File: src/rtl/memory_control_ws.sv
// memory_control_ws: LC-3 MAR/MDR memory interface with wait-state ready FSM and keyboard/display MMIO.
module memory_control_ws #(
  parameter int DATA_W = 16,
  parameter int DEPTH = 64,
  parameter int WAIT_STATES = 2,
  parameter logic [DATA_W-1:0] KBSR_ADDR = 16'hFE00,
  parameter logic [DATA_W-1:0] KBDR_ADDR = 16'hFE02,
  parameter logic [DATA_W-1:0] DSR_ADDR = 16'hFE04,
  parameter logic [DATA_W-1:0] DDR_ADDR = 16'hFE06
) (
  input  logic              i_CLK,
  input  logic              i_RST_N,
  input  logic              i_LD_MDR,
  input  logic              i_LD_MAR,
  input  logic              i_RW,
  input  logic              i_MIO_EN,
  input  logic [DATA_W-1:0] i_Bus,
  output logic [DATA_W-1:0] o_Bus,
  output logic              o_Ready_Bit,
  input  logic              i_KB_Valid,
  input  logic [7:0]        i_KB_Data,
  input  logic              i_Disp_Busy,
  output logic              o_Disp_Valid,
  output logic [7:0]        o_Disp_Data
);
  localparam int AW = $clog2(DEPTH);
  typedef enum logic [1:0] {S_IDLE, S_WAIT, S_DONE} state_t;
  state_t state_q;
  logic [DATA_W-1:0] mar_q, mdr_q, rd_q, addr_q, wdata_q;
  logic [DATA_W-1:0] mem [DEPTH];
  logic [3:0] cnt_q;
  logic [7:0] kb_data_q;
  logic rw_q, kb_flag_q;
  logic req_ram, commit, c_rw, c_ram, kb_set, kb_clr;
  logic [DATA_W-1:0] c_addr, c_wdata, c_rdata;

  function automatic logic is_mmio(input logic [DATA_W-1:0] a);
    return a == KBSR_ADDR || a == KBDR_ADDR || a == DSR_ADDR || a == DDR_ADDR;
  endfunction

  assign o_Bus = mdr_q;
  assign req_ram = !is_mmio(mar_q) && mar_q < DATA_W'(DEPTH);
  // Zero-wait accesses commit on the request edge, so they use live MAR/MDR.
  assign commit = (state_q == S_IDLE && i_MIO_EN && (!req_ram || WAIT_STATES == 0)) ||
                  (state_q == S_WAIT && i_MIO_EN && cnt_q == 4'd1);
  assign c_addr = state_q == S_IDLE ? mar_q : addr_q;
  assign c_wdata = state_q == S_IDLE ? mdr_q : wdata_q;
  assign c_rw = state_q == S_IDLE ? i_RW : rw_q;
  assign c_ram = !is_mmio(c_addr) && c_addr < DATA_W'(DEPTH);
  assign c_rdata = c_addr == KBSR_ADDR ? {kb_flag_q, {(DATA_W-1){1'b0}}} :
                   c_addr == KBDR_ADDR ? {{(DATA_W-8){1'b0}}, kb_data_q} :
                   c_addr == DSR_ADDR  ? {~i_Disp_Busy & ~o_Disp_Valid, {(DATA_W-1){1'b0}}} :
                   c_ram ? mem[c_addr[AW-1:0]] : '0;
  assign kb_set = i_KB_Valid && !kb_flag_q;
  assign kb_clr = commit && !c_rw && c_addr == KBDR_ADDR;

  always_ff @(posedge i_CLK) begin
    if (!i_RST_N) begin
      state_q <= S_IDLE;
      mar_q <= '0;
      mdr_q <= '0;
      rd_q <= '0;
      addr_q <= '0;
      wdata_q <= '0;
      rw_q <= 1'b0;
      cnt_q <= '0;
      kb_flag_q <= 1'b0;
      kb_data_q <= '0;
      o_Ready_Bit <= 1'b0;
      o_Disp_Valid <= 1'b0;
      o_Disp_Data <= '0;
    end else begin
      if (i_LD_MAR) mar_q <= i_Bus;
      if (i_LD_MDR) mdr_q <= i_MIO_EN ? rd_q : i_Bus;
      case (state_q)
        S_IDLE: if (i_MIO_EN) begin
          addr_q <= mar_q;
          wdata_q <= mdr_q;
          rw_q <= i_RW;
          cnt_q <= 4'(WAIT_STATES);
          state_q <= req_ram && WAIT_STATES != 0 ? S_WAIT : S_DONE;
        end
        S_WAIT: begin
          cnt_q <= cnt_q == 4'd0 ? 4'd0 : cnt_q - 4'd1;
          state_q <= !i_MIO_EN ? S_IDLE : cnt_q == 4'd1 ? S_DONE : S_WAIT;
        end
        default: state_q <= S_IDLE;
      endcase
      o_Ready_Bit <= commit;
      if (commit && !c_rw) rd_q <= c_rdata;
      // A char arriving while the flag is set is lost even if KBDR is read this edge.
      kb_flag_q <= kb_set || (kb_flag_q && !kb_clr);
      if (kb_set) kb_data_q <= i_KB_Data;
      o_Disp_Valid <= state_q == S_DONE && rw_q && addr_q == DDR_ADDR;
      if (state_q == S_DONE && rw_q && addr_q == DDR_ADDR) o_Disp_Data <= wdata_q[7:0];
    end
  end

  always_ff @(posedge i_CLK)
    if (i_RST_N && commit && c_rw && c_ram) mem[c_addr[AW-1:0]] <= c_wdata;
endmodule

File: config.mk
export PLATFORM = sky130hd
export DESIGN_NAME = memory_control_ws
export DESIGN_NICKNAME = d
export VERILOG_FILES = /design/src/rtl/memory_control_ws.sv
export SDC_FILE = /design/constraint.sdc
export NUM_CORES = 1
export LEC_CHECK = 0
export CELL_PAD_IN_SITES_DETAIL_PLACEMENT = 0
export CELL_PAD_IN_SITES_GLOBAL_PLACEMENT = 1
export CORE_ASPECT_RATIO = 1.2
export CORE_MARGIN = 5
export CORE_UTILIZATION = 53
export DETAILED_ROUTE_END_ITERATION = 8
export PLACE_DENSITY = 0.83
export SYNTH_ARGS = -nofsm -noshare
export SYNTH_HDL_FRONTEND = slang
export SYNTH_SLANG_ARGS = --single-unit
File: constraint.sdc
create_clock -name i_CLK -period 3.93 [get_ports i_CLK]
set_input_delay 0.786 -clock i_CLK [delete_from_list [all_inputs] [get_ports i_CLK]]
set_output_delay 0.786 -clock i_CLK [all_outputs]
set_load 0.05 [all_outputs]
After elaboration in Yosys (flattened, before gate mapping)

Memories as Yosys holds them, arrays and structs flattened.
Index checks and enable logic that the tools add are counted.

Output and inout bits: 26
Word-level logic and storage cells: 85
Bits in registers: 106
RAM bits: 1024
Input port bits: 32
Memories kept: 1

Add/sub/neg operators: 1
$lt $le $gt $ge: 2
Muxes and demuxes: 18
Bitwise logic cells: 3
Eq/ne operators: 13
Reductions and logical operators: 34

Memory list:

| name | words | width | read ports | clocked after memory_dff | write ports | line | RTL |
|---|---|---|---|---|---|---|---|
| mem  | 64    | 16    | 1          | 0                        | 1           | 30   | `logic [DATA_W-1:0] mem [DEPTH];` |

Operators with widths:

| operator               | count |
|---|---|
| $eq A16 B16 Y1 const B | 9 |
| $mux W16               | 7 |
| $lt A16 B7 Y1 const B  | 2 |
| $logic_and A1 B1 Y1    | 15 |
| $logic_or A1 B1 Y1     | 8 |
| $mux W2                | 4 |
| $mux W4                | 2 |
| $pmux W4 S2            | 1 |
| $logic_not A1 Y1       | 6 |
| $eq A4 B1 Y1 const B   | 1 |
| $logic_not A4 Y1       | 1 |
| $pmux W2 S2            | 1 |
| $reduce_and A2 Y1      | 2 |
| $sub A4 B1 Y4 const B  | 1 |
| $mux W1                | 3 |
| $eq A2 B1 Y1 const B   | 1 |
| $eq A2 B2 Y1 const B   | 1 |
| $logic_not A2 Y1       | 1 |
| $ne A2 B2 Y1 const B   | 1 |
| $not A1 Y1             | 2 |
| $reduce_bool A2 Y1     | 1 |
| $and A1 B1 Y1          | 1 |

Depth between registers and ports, before layout

Word-level depth: 14
Depth in mapped cells: 13
Depth with buffers taken out: 8

Worst setup path before layout

Ideal clock, no wire load.

Path type: register to register
Start: register state_q[0]
End: memory mem[21][0], enable pin
Clock period less this slack: 3.000 ns
Path buffers: 5
Arrival: 2.612 ns
Library setup time: 0.388 ns
Slack: 0.930 ns
Stages on the path, launching flop included: 11
Required time: 3.542 ns
Path through: dfxtp_1 buf_4 buf_4 nor2_4 nand3_1 o21ai_1 buf_2 buf_2 buf_2 nand3_1 nor2_1

Longest elaborated chain between the ends: 11
Elaborated cells between the ends (all ways): 24
Those cells by class: order compare (1); eq/ne (5); mux (4); reduce/logical (14)

Ends and longest elaborated chain:

| element                                                                | line | RTL |
|---|---|---|
| start, declared                                                        | 28   | `state_t state_q;` |
| start signal, assigned                                                 | 81   | `state_q <= req_ram && WAIT_STATES != 0 ? S_WAIT : S_DONE;` |
| start signal, assigned                                                 | 85   | `state_q <= !i_MIO_EN ? S_IDLE : cnt_q == 4'd1 ? S_DONE : S_WAIT;` |
| parallel branches: the longest is 11 deep, another holds $lt A16 B7 Y1 | --   |  |
| end, declared                                                          | 30   |  |

Several ways; the timed one is not identified.

Final worst setup path

Start: register state_q[1]
End: register rd_q[13]

Longest elaborated chain between the ends: 12
Elaborated cells between the ends (all ways): 26
Those cells by class: order compare (1); eq/ne (5); mux (6); reduce/logical (13); memory (1)

Ends and longest elaborated chain:

| element                                                                | line | RTL |
|---|---|---|
| parallel branches: the longest is 12 deep, another holds $lt A16 B7 Y1 | --   |  |
| end signal, assigned                                                   | 90   | `if (commit && !c_rw) rd_q <= c_rdata;` |
| end, declared                                                          | 29   | `logic [DATA_W-1:0] mar_q, mdr_q, rd_q, addr_q, wdata_q;` |

Several ways; the timed one is not identified.
A chain may end at the register's enable or synchronous reset.

==> run summary <==
Row count: 115
Port bufs: 57
Leakage: 0.0161 uW
Worst-Margin Slew: 1.18 ns
Largest net degree at the start of global routing: 87
Avg WL per Cell: 31.7 um
Final Non-Filler Cells: 4444
Clock Pin Slew Worst Setup and Hold Paths: 0.06 ns
Synth Register Bits: 1130
Hold Crit Class: reg2reg
Worst slew margin: 20.5%
Mapped Cells: 3090
CTS Hold Buffers Added: 0
CTS max path bufs: 3
Detailed-route via count: 29100
DR iter-0 viols: 4328
Clock buffers created by TritonCTS: 105
Setup CP Type: reg2reg
Multi-input gate area: 0.00959 mm2
FF-to-FF setup slack: 0.13 ns
Setup ws final: 0.127 ns
Yosys cell types: 72
Clock sink count: 1130
Final hold vios: 0
Seq. cell area: 0.0329 mm2
H-tree Lvls: 3
Commonest non-fill, non-tap cell in the layout: edfxtp_1
Vert. Die Dim: 323 um
Top FF cell, synth: edfxtp_1
DIE AREA: 0.0877 mm2
EDFF count, synth: 1024
Post-route ant nets: 0
Hold path depth: 2
Initial Util: 53.2%
Crit path capture type: flip-flop
Core Region: 0.0816 mm2
PwrDens: 515 mW/mm2
TritonCTS clock tree: built
CP startpoint kind: flip-flop
Final-report setup violation count: 0
HP Start: wdata_q[11]
Max_cap viols: 0
Worst-Skew Late Latency: 0.70 ns
Initial antenna violation count: 3
RSZ-0062 raised after global routing: false
CP Max Fanout: 45
Vias per cell: 6.55
Worst EP arrival: 4.42 ns
Min Tclk post-route: 3.80 ns
Io pins: 58
Routability cong.: 1.04
Fillers: 6007
Total GRT Usage: 31.7%
Status: completed
First-pass GRT wire length: 201000 um
Reg2reg end: rd_q[13]
Synth Cell Area: 0.0434 mm2
Commonest cells after routing, fill and taps aside: 1024 x edfxtp_1, 549 x nand2_1, 236 x nor2_1, 232 x o22ai_1, 202 x buf_4
Horiz. Die Dim: 271 um
Avg Cell Area, Syn: 14.0 um2
Pins over their slew limit: 0
Wirelength, routed: 141000 um
Grt ovf: 0
Post-DP HPWL: 88400 um
Vias in the first global route: 28200
Period utilization: 96.8%
Total iterations of the first detailed-routing run: 6
Worst Path Required: 4.55 ns
Hold endpoint: wdata_q[11]
Dpl cells: 4251
Sequential area share after synthesis: 75.8%
Setup TNS: 0 ns
Max frequency: 263 MHz
Post-Syn Nets: 3122
CTS Root Cell: clkbuf_16
Worst r2r src: state_q[1]
Worst clock skew: 0.0489 ns
Residual DRC: 0
Layout cells sized above 1: 12.8%
Final nets: 3337
Asr flop ratio synth: 0%
YS warnings: 0
Largest vdd supply drop: 0.363 mV
Area Growth Syn to Fin: 15.4%
Reg2reg path depth: 9
Setup WS pre-CTS: 0.122 ns
what timing repair did:
action                     4_1_cts  5_1_grt
resized for setup                0        1
setup buffers                    0        0
setup endpoints to repair        0        1
report_power, final:
group | switching, uW | internal (uW)
combinational | 1500 | 536
clock | 4400 | 5990
sequential | 75.9 | 13300
layout make-up:
type,instances,share of cell area [%]
Antenna cell,1,0.00500
Clock inverter,50,1.16
Multi-Input combinational cell,1772,19.2
Clock buffer,142,5.84
Timing Repair Buffer,292,5.49
Inverter,4,0.0300
Tap cell,1053,2.63
Sequential cell,1130,65.7
registers in the layout, indices dropped and copies added (netlist names), 8 cells and up:
signal and flops:
o_Disp_Data 8, wdata_q 16, mem 1024, o_Bus 16, addr_q 16, rd_q 16
kb_data_q 8, mar_q 16
layer usage:
metal,GRT usage (%),vias up,share of wire [%]
li1,-,12200,-
met1,41.1,14500,36
met2,50.9,1981,47
met3,6.58,429,11
met4,16.9,2,6.5
met5,0,-,0.0092
synth_stat cells (44+ instances only):
| cell | instances | area share [%] |
|---|---|---|
| a21oi_1 | 125 | 1.4 |
| a31oi_1 | 83 | 1.2 |
| buf_2 | 88 | 1.0 |
| clkbuf_1 | 46 | 0.40 |
| dfxtp_1 | 106 | 4.9 |
| edfxtp_1 | 1024 | 71 |
| mux2i_1 | 91 | 2.1 |
| nand2_1 | 567 | 4.9 |
| nand3_1 | 143 | 1.6 |
| nor2_1 | 236 | 2.0 |
| nor3_1 | 44 | 0.51 |
| o22ai_1 | 232 | 3.3 |
per-stage QoR:
stage	area [um2]	hold slack, ns	total power (uW)	utilization, %
4_1_cts	50000	0.459	25800	61.3
5_1_grt	50100	0.474	26400	61.3
2_1_floorplan	43400	0.425	14600	-
3_3_place_gp	46500	0.442	15500	57.0
3_5_place_dp	46500	0.447	15600	57.0
6_report	50100	0.461	25800	61.4
logic make-up after synthesis:
kind of cell	count (synthesis)	synth area share, %
AO/OA/AOI/OAI	587	8.86
buffers and inverters	188	2.34
flip-flops	1130	75.8
multiplexers	94	2.23
AND/OR/NAND/NOR	1091	10.8
how the worst max path moves through the flow:
| stage | startpoint | to | slack, ns | cells after the start |
|---|---|---|---|---|
| final | state_q[1] | rd_q[13] | 0.13 | 9 |
| after detailed placement | state_q[1] | rd_q[13] | 0.12 | 9 |
| after floorplan | state_q[0] | mem[21][0] | 0.93 | 10 |
| after CTS | state_q[1] | rd_q[13] | 0.12 | 9 |
| after global routing | state_q[1] | rd_q[13] | 0.04 | 9 |
| after global placement | state_q[0] | rd_q[11] | 0.13 | 9 |
worst max-delay path, cell delays in order (launching register included):
cell and delay, ns:
dfxtp_1 0.54, o21ai_1 0.51, and2_4 0.67, buf_12 0.30
nand2_1 0.10, a32oi_1 0.20, a31oi_1 0.33, nor4_2 0.68
nand2_1 0.15, o21ai_1 0.14
Note: power is estimated with default switching activity, not from simulation.
